$ cat src/rtl/raster_scan.sv
// Bounding-box rasterizer: latches one triangle descriptor and walks its box in
// raster order, emitting one candidate pixel per cycle over valid/ready.
module raster_scan #(
  parameter int COORD_WIDTH = 16,
  parameter int COLOR_WIDTH = 16
) (
  input  logic                                   clk,
  input  logic                                   rst_n,
  input  logic                                   tri_valid,
  output logic                                   tri_ready,
  input  logic [COORD_WIDTH-1:0]                 tri_xmin,
  input  logic [COORD_WIDTH-1:0]                 tri_xmax,
  input  logic [COORD_WIDTH-1:0]                 tri_ymin,
  input  logic [COORD_WIDTH-1:0]                 tri_ymax,
  input  logic [2:0][2:0][COORD_WIDTH-1:0]       tri_bounds,
  input  logic [COLOR_WIDTH-1:0]                 tri_color,
  output logic                                   pix_valid,
  input  logic                                   pix_ready,
  output logic [COORD_WIDTH-1:0]                 pix_x,
  output logic [COORD_WIDTH-1:0]                 pix_y,
  output logic [2:0][2:0][COORD_WIDTH-1:0]       pix_bounds,
  output logic [COLOR_WIDTH-1:0]                 pix_color,
  output logic                                   pix_last,
  output logic                                   busy
);

  typedef enum logic {IDLE, SCAN} state_t;

  state_t                 state, state_nxt;
  logic [COORD_WIDTH-1:0] xmin_q, xmax_q, ymax_q;
  logic                   accept, empty_box, xfer, at_xmax, at_end;

  assign accept    = tri_valid && tri_ready;
  assign empty_box = (tri_xmin > tri_xmax) || (tri_ymin > tri_ymax);
  assign xfer      = pix_valid && pix_ready;
  assign at_xmax   = (pix_x == xmax_q);
  assign at_end    = at_xmax && (pix_y == ymax_q);

  // state register
  always_ff @(posedge clk or negedge rst_n) begin
    if (!rst_n) state <= IDLE;
    else        state <= state_nxt;
  end

  // next-state logic
  always_comb begin
    state_nxt = state;
    case (state)
      IDLE: if (accept && !empty_box) state_nxt = SCAN;
      SCAN: if (xfer && at_end)       state_nxt = IDLE;
      default:                        state_nxt = IDLE;
    endcase
  end

  // outputs decoded from registered state only
  always_comb begin
    tri_ready = (state == IDLE);
    pix_valid = (state == SCAN);
    busy      = (state == SCAN);
    pix_last  = (state == SCAN) && at_end;
  end

  // Equality-only termination: on the final pixel nothing is incremented, so
  // a box touching the top of the coordinate range never wraps.
  always_ff @(posedge clk or negedge rst_n) begin
    if (!rst_n) begin
      pix_x      <= '0;
      pix_y      <= '0;
      pix_bounds <= '0;
      pix_color  <= '0;
      xmin_q     <= '0;
      xmax_q     <= '0;
      ymax_q     <= '0;
    end else if (accept) begin
      pix_x      <= tri_xmin;
      pix_y      <= tri_ymin;
      pix_bounds <= tri_bounds;
      pix_color  <= tri_color;
      xmin_q     <= tri_xmin;
      xmax_q     <= tri_xmax;
      ymax_q     <= tri_ymax;
    end else if (xfer && !at_end) begin
      if (!at_xmax) begin
        pix_x <= pix_x + 1'b1;
      end else begin
        pix_x <= xmin_q;
        pix_y <= pix_y + 1'b1;
      end
    end
  end

endmodule

$ cat config.mk
export PLATFORM = sky130hd
export DESIGN_NAME = raster_scan
export DESIGN_NICKNAME = d
export VERILOG_FILES = /design/src/rtl/raster_scan.sv
export SDC_FILE = /design/constraint.sdc
export NUM_CORES = 1
export LEC_CHECK = 0
export ABC_AREA = 1
export CORE_AREA = 2 2 163 165
export CTS_CLUSTER_SIZE = 24
export DETAILED_ROUTE_END_ITERATION = 8
export DIE_AREA = 0 0 165 167
export DONT_BUFFER_PORTS = 1
export SYNTH_ARGS = -nofsm -noshare
export SYNTH_HDL_FRONTEND = slang
export SYNTH_SLANG_ARGS = --single-unit
$ cat constraint.sdc
create_clock -name clk -period 2 [get_ports clk]
set_input_delay 0.2 -clock clk [delete_from_list [all_inputs] [get_ports clk]]
set_output_delay 0.2 -clock clk [all_outputs]
set_load 0.02 [all_outputs]
==> metrics.md, run 1 <==
| Metric | Value |
|---|---|
| Largest net degree at the start of global routing | around 240 |
| Multiplexer area fraction after synthesis | 0 |
| Final Util | 0.616 |
| Met3 wire length | around 3200 um |
| Root Buffer | clkbuf_16 |
| R2R Setup Slk | approximately 0.15 ns |
| WP buf/inv | 2 |
| Final Setup Violations | 1 |
| Ports | ~420 |
| Nets | ~2100 |
| Detailed Routing Iterations Pass 1 | 5 |
| Post-Syn Area per Cell | 7.52 um^2 |
| Clk Latency, worst-skew pair | between 0.5 and 0.6 ns |
| Xor/xnor share of the synthesized area | 0.0191 |
| Die Y | about 170 um |
| Die X | approximately 170 um |
| Synthesized area | between 10000 and 15000 um^2 |
| Ys Warns | 0 |
| Vias in the first global route | approximately 11000 |
| Critical Path Start Type | flip-flop |
| Worst-margin pin slew | 0.595 ns |
| Largest family of logic cells by synthesized area | simple AND/OR/NAND/NOR gates |
| Core ar. | ~26000 um^2 |
| Detail Placement HPWL | 25000 um |
| Clk slew on worst S/H paths | 0.06 ns |
| ANT nets after route | 0 |
| Failing checks | hold timing, setup timing |
| Synth Area in Adders | 0.0356 |
| CP Capture Type | output port |
| Met1 Wirelength | about 15000 um |
| Htree depth | 1 |
| Hold bufs inserted after CTS | approximately 220 |
| Vias per Instance | ~5.1 |
| Unrepaired setup endpoints after global routing | true |
| # fillers | about 2200 |
| Max-slew violations | 0 |
| Wirelength, routed | 38100 um |
| VDD IR max | about 0.94 mV |
| Max cap viols | 0 |
| Final setup TNS | -0.0747 ns |
| Top post-synthesis cells by area | dfrtp_1 (50%), nand2_1 (27%), inv_1 (3.7%), ha_1 (3.6%), o21ai_0 (2.3%) |
| Sequential-to-total area share from yosys stat | 0.505 |
| Placer Congestion | about 0.9 |
| Wirelength per Cell | around 17 um |
| Worst Path Max Fanout | 4 |
| Top layer used by detailed routing | met4 |
| WP data required | between 1.5 and 2 ns |
| GR Util All Layers | 0.270 |
| Placed cell area | roughly 13000 um^2 |
| Die Area | between 20000 and 30000 um^2 |
| Post-synthesis cell count | ~1600 |
| Flops & latches, synth | between 200 and 250 |
| Crit-path cells | inv_1, nand2_1, nand4_1, nor2_1, nand2_2, nor2_4, nand2_2, nor2_1, buf_4 |
| Drt initial violations | around 840 |
| Max stage delay on crit path | roughly 0.41 ns |
| Final instance area | 15900 um^2 |
| Num rows | between 50 and 60 |
| Power Density | roughly 1500 nW/um^2 |
| Clk buf depth | 3 |
| Top-count cell post-synth | nand2_1 |
| Initial cell density of the core | 0.464 |
| Routed vias | between 10000 and 15000 |
| Post-layout min period | 2.07 ns |
| Type of the tightest min-delay check | input port to asynchronous set/reset pin |
| Net Count, Synth | roughly 1900 |
| Post-synth top area share | 0.505 |
| Share of layout cells above drive strength 1 | 0.0983 |
| CTS tree | done |
| CTS sink count | about 240 |
| DRC | 0 |
| Port bufs | 0 |
| Clock skew | between 0.015 and 0.02 ns |
| Worst Path Arrival | between 1.5 and 2 ns |
| Top post-synthesis cells by count | nand2_1 (864), dfrtp_1 (241), inv_1 (118) |
| Synth Area in Compound Gates | 0.0354 |
| Syn-to-layout area delta | 32.9% |
| Met2 wire length | between 15000 and 20000 um |
| Total power | 23.6 mW |
| Leak | 8.39 nW |
| TritonCTS Buffers | 27 |
| Final period util | 1.04 |
| Yosys top cell by area | dfrtp_1 |
| Total congestion overflow | 0 |
| Post-synth EDFFs | 0 |
| Main synth FF type | dfrtp_1 |
| Dpl ws | 0.0960 ns |
| Post-synth cell types | 29 |
| Simple-Gate Fraction of Synth Area | 0.337 |
| Slew HR | 0.603 |
| Initial antenna violation count | 2 |
| Highest clock rate | just under 0.5 GHz |
| Worst setup path class | flip-flop to output port |
| Final Hold Fails | roughly 240 |
| Worst path slowest cell | dfrtp_1 |
| Final WS setup | -0.0747 ns |
| Top Family by Delay on Critical Path | simple AND/OR/NAND/NOR gates |
| Min Hold Slack | -0.627 ns |
| First-pass GRT wire length | 59000 um |
| Status | finished with violations |
| Ys async rst share | 1.00 |
==> metal layers <==
metal	track usage	vias up
li1	-	5369
met1	0.329	5287
met2	0.465	475
met3	0.0712	89
met4	0.0854	0
met5	0	-
==> state kept, by name, summed over array words and instances (netlist names) <==
register and count:
pix_color 16, pix_bounds 144, busy 1, pix_x 16
xmin_q 16, ymax_q 16, xmax_q 16, pix_y 16
==> cells in the final DEF, fill, tap and decap left out, drive strengths merged <==
| cell type | synthesis | routed |
|---|---|---|
| nor3 | 12 | 12 |
| o21bai | 1 | 1 |
| nand2 | 869 | 869 |
| a31oi | 1 | 1 |
| dfrtp | 241 | 241 |
| buf | 38 | 77 |
| clkinvlp | 0 | 3 |
| bufinv | 0 | 2 |
| diode | 0 | 2 |
| a21oi | 17 | 17 |
| dlygate4sd3 | 0 | 224 |
| xnor2 | 9 | 9 |
| nor2 | 57 | 57 |
| nand4 | 13 | 13 |
| clkinv | 0 | 8 |
| o21ai | 58 | 58 |
| clkbuf | 28 | 35 |
| nand3 | 60 | 60 |
| xor2 | 17 | 17 |
| inv | 130 | 130 |
| nand3b | 2 | 2 |
| o31ai | 2 | 2 |
| ha | 34 | 34 |
==> metrics by stage <==
stage               instances  hold slack (ns)
floorplan                1589          -0.0956
global placement         1914          -0.0896
detailed placement       1914          -0.0864
CTS                      2196           -0.652
global route             2209           -0.648
finish                   2209           -0.627
==> cell families (layout without fill, tap and decap cells) <==
group	count (synthesis)	count (layout)
AND/OR/NAND/NOR	1013	1013
buffers and inverters	196	479
other	0	2
adder cells (fa/ha/maj)	34	34
AO/OA/AOI/OAI	79	79
flip-flops	241	241
XOR/XNOR	26	26
==> timing repair <==
action                     CTS  global route
pin swaps                    4             7
setup endpoints to repair    1            33
setup buffers               10            11
gates resized for setup      7            24
hold endpoints to repair   477           241
==> where the power goes <==
part	total, mW	switching (mW)	internal, mW
logic	7.46	4.43	3.03
registers	11.2	4.06	7.16
clock network	4.90	2.02	2.87
==> path summary, 6_finish.rpt <==
kind	startpoint	end	depth (start not counted)
max in group asynchronous	rst_n	pix_x[4]$_DFFE_PN0P_	0
min	rst_n	ymax_q[11]$_DFFE_PN0P_	0
min reg2reg	xmin_q[1]$_DFFE_PN0P_	xmin_q[1]$_DFFE_PN0P_	2
max	pix_x[6]$_DFFE_PN0P_	pix_last	9
max reg2reg	pix_x[6]$_DFFE_PN0P_	pix_x[10]$_DFFE_PN0P_	12
min in group clk	tri_ymin[0]	pix_y[0]$_DFFE_PN0P_	4
==> final cells by class <==
type / instances / area (um^2) / area share
well taps: 335 / 419 / 0.0264
flip-flops and latches: 241 / 6040 / 0.380
diodes: 2 / 5.00 / 0.000315
inverters: 130 / 493 / 0.0310
clock inverters: 13 / 123 / 0.00772
repair buffers: 301 / 2900 / 0.182
multi-input cells: 1152 / 5160 / 0.325
clock buffers: 35 / 746 / 0.0470
No activity file was read; power rests on OpenSTA's default activity.
==> inputs of run 2 (changes only) <==
--- a/config.mk
+++ b/config.mk
@@ -11,6 +11,7 @@
 export DETAILED_ROUTE_END_ITERATION = 8
 export DIE_AREA = 0 0 165 167
 export DONT_BUFFER_PORTS = 1
+export GPL_TIMING_DRIVEN = 0
 export SYNTH_ARGS = -nofsm -noshare
 export SYNTH_HDL_FRONTEND = slang
 export SYNTH_SLANG_ARGS = --single-unit
==> run 2 against run 1 <==
  * The run still ends with hold timing, setup timing left
  * Sequential power grew 6%
  * First-iteration DRC count decreased by 3.8%
  * Clock power grew 4.9%
  * Utilization up 1.6 points
  * Register-to-register slack worse by 0.28 ns
  * Setup slack got worse by 0.094 ns
  * Design area grew 2.7%
  * Wire length grew 9.5%
  * Largest power group unchanged
==> metrics.md, run 2 (synthesized netlist as in run 1, its figures left out) <==
| Metric | Value |
|---|---|
| Root Buffer | clkbuf_16 |
| Htree depth | 1 (unchanged) |
| Total power | 24.2 mW (+2.8%) |
| Final period util | 1.08 (+0.0468) |
| Final instance area | 16300 um^2 (+2.7%) |
| Worst Path Arrival | 1.97 ns (+0.10 ns) |
| GR Util All Layers | 0.298 (+0.0275) |
| Clk Latency, worst-skew pair | 0.56 ns (+0.03 ns) |
| Final Hold Fails | 241 (unchanged) |
| Max cap viols | 0 (unchanged) |
| Status | finished with violations |
| Clk slew on worst S/H paths | 0.06 ns (about the same) |
| Die Y | 167 um (unchanged) |
| Nets | 2144 (+1.4%) |
| Placer Congestion | 0.866 (-4.2%) |
| Met3 wire length | 3580 um (+13%) |
| Crit-path cells | inv_2, nand2_2, nand2_2, inv_2, nand2_2, nor2_2, nand2_2, nor2_4, nand2_4, nor2_4 |
| VDD IR max | 0.856 mV (-9.1%) |
| Die X | 165 um (unchanged) |
| Wirelength per Cell | 18.7 um (+8.2%) |
| Commonest non-fill, non-tap cells in the layout | nand2_1 (853), dlygate4sd3_1 (224), dfrtp_1 (208) |
| Leak | 8.58 nW (+2.3%) |
| Detailed Routing Iterations Pass 1 | 7 (+2) |
| Worst setup path class | flip-flop to output port |
| Max reg flops | 144 (unchanged) |
| Worst Path Max Fanout | 6 (+2) |
| Core ar. | 25800 um^2 (unchanged) |
| Share of layout cells above drive strength 1 | 0.132 (+0.0339) |
| Syn-to-layout area delta | 36.4% |
| WP data required | 1.80 ns (about the same) |
| Unrepaired setup endpoints after global routing | true |
| Total congestion overflow | 0 (unchanged) |
| ANT nets after route | 0 (unchanged) |
| Drt initial violations | 809 (-3.8%) |
| # fillers | 2150 (-2.1%) |
| Final Setup Violations | 17 (+16) |
| Final WS setup | -0.168 ns (-0.0936 ns) |
| Worst path slowest cell | dfrtp_2 |
| Failing checks | hold timing, setup timing |
| First-pass GRT wire length | 64200 um (+8.8%) |
| Met1 Wirelength | 16000 um (+5.8%) |
| Power Density | 1490 nW/um^2 (+0.16%) |
| Highest clock rate | 0.461 GHz (-4.3%) |
| Hold bufs inserted after CTS | 224 (unchanged) |
| Ports | 424 (unchanged) |
| Min Hold Slack | -0.654 ns (-0.0271 ns) |
| CTS tree | done |
| DRC | 0 (unchanged) |
| Vias in the first global route | 12000 (+6.9%) |
| Port bufs | 0 (unchanged) |
| Die Area | 27600 um^2 (unchanged) |
| Type of the tightest min-delay check | input port to asynchronous set/reset pin |
| Commonest non-fill, non-tap cell in the layout | nand2_1 |
| Initial cell density of the core | 0.464 (unchanged) |
| Initial antenna violation count | 1 (-1) |
| Num rows | 59 (unchanged) |
| TritonCTS Buffers | 28 (+3.7%) |
| Critical Path Start Type | flip-flop |
| Clock skew | 0.0110 ns (-0.00697 ns) |
| CTS sink count | 241 (unchanged) |
| Placed cell area | 12400 um^2 (-1.4%) |
| Top Family by Delay on Critical Path | simple AND/OR/NAND/NOR gates |
| WP buf/inv | 2 (unchanged) |
| Clk buf depth | 3 (unchanged) |
| Max-slew violations | 0 (unchanged) |
| Largest register by flop count | pix_bounds |
| Vias per Instance | 5.20 (+2.4%) |
| Wirelength, routed | 41700 um (+9.5%) |
| Largest net degree at the start of global routing | 242 (unchanged) |
| Detail Placement HPWL | 27900 um (+12%) |
| Top layer used by detailed routing | met4 |
| Max stage delay on crit path | 0.49 ns (+0.08 ns) |
| Post-layout min period | 2.17 ns (+0.0936 ns) |
| Routed vias | 11600 (+3.6%) |
| Slew HR | 0.512 (-0.0915) |
| Worst-margin pin slew | 0.732 ns (+0.137 ns) |
| Met2 wire length | 20400 um (+8.8%) |
| Most used cell, CP | nand2_2 |
| CP Capture Type | output port |
run 2: changes by cell type in the layout (fill, tap and decap cells not counted), moves of 6 or more:
cell	change
buf_2	+9
buf_4	-26
clkinv_2	-6
clkbuf_2	+21
clkbuf_4	+7
dfrtp_2	+24
dfrtp_1	-24
clkbuf_8	+9
buf_6	+10
run 2: where the power goes:
group / leakage (nW) / switching, mW / internal (mW) / total (mW)
Clock: 0.458 / 2.14 / 3.00 / 5.14
Sequential: 2.96 / 4.66 / 7.20 / 11.9
Combinational: 5.16 / 4.14 / 3.12 / 7.26
Total: 8.58 / 10.9 / 13.3 / 24.2
run 2: metrics by stage:
step	instances	hold slack, ns	setup TNS [ns]	setup WS [ns]	util
2_1_floorplan	1589	-0.0956	0	0.223	-
6_report	2235	-0.654	-0.906	-0.168	0.633
3_3_place_gp	1924	-0.0864	-75.78	-0.593	0.480
3_5_place_dp	1924	-0.0860	-83.48	-0.624	0.480
5_1_grt	2235	-0.678	-4.00	-0.255	0.633
4_1_cts	2216	-0.674	-0.511	-0.197	0.620
run 2: worst paths after layout:
| path | cells past startpoint | start | slack, ns | endpoint |
|---|---|---|---|---|
| max in group asynchronous | 0 | rst_n | 1.99 | pix_y[14]$_DFFE_PN0P_ |
| worst min-delay path | 0 | rst_n | -0.65 | ymax_q[11]$_DFFE_PN0P_ |
| worst max-delay path | 10 | pix_x[11]$_DFFE_PN0P_ | -0.17 | pix_last |
| worst min register to register | 2 | xmin_q[8]$_DFFE_PN0P_ | 0.47 | xmin_q[8]$_DFFE_PN0P_ |
| worst max register to register | 15 | pix_x[11]$_DFFE_PN0P_ | -0.13 | pix_x[14]$_DFFE_PN0P_ |
| min in group clk | 5 | tri_xmax[0] | 0.07 | busy$_DFF_PN0_ |
run 2: repair_timing:
action                                  in CTS  in global routing
pin swaps                                   18                 19
gates cloned                                 1                  3
buffers inserted                            22                 15
endpoints found under the setup margin     238                200
gates resized for setup                    111                 48
hold endpoints to repair                   481                241
run 2: area by class of cell:
type	count	area, um^2	share of cell area
Sequential cell	241	6070	0.372
Multi-Input combinational cell	1152	5250	0.322
Inverter	130	495	0.0304
Timing Repair Buffer	265	2660	0.163
Clock buffer	43	877	0.0538
Antenna cell	1	2.50	0.000153
Clock inverter	4	48.8	0.00299
Buffer	64	485	0.0298
Tap cell	335	419	0.0257
run 2: per-layer routing:
metal	up-vias	global-route usage
li1	5436	-
met4	0	0.115
met3	143	0.0817
met1	5506	0.359
met2	534	0.504
met5	-	0
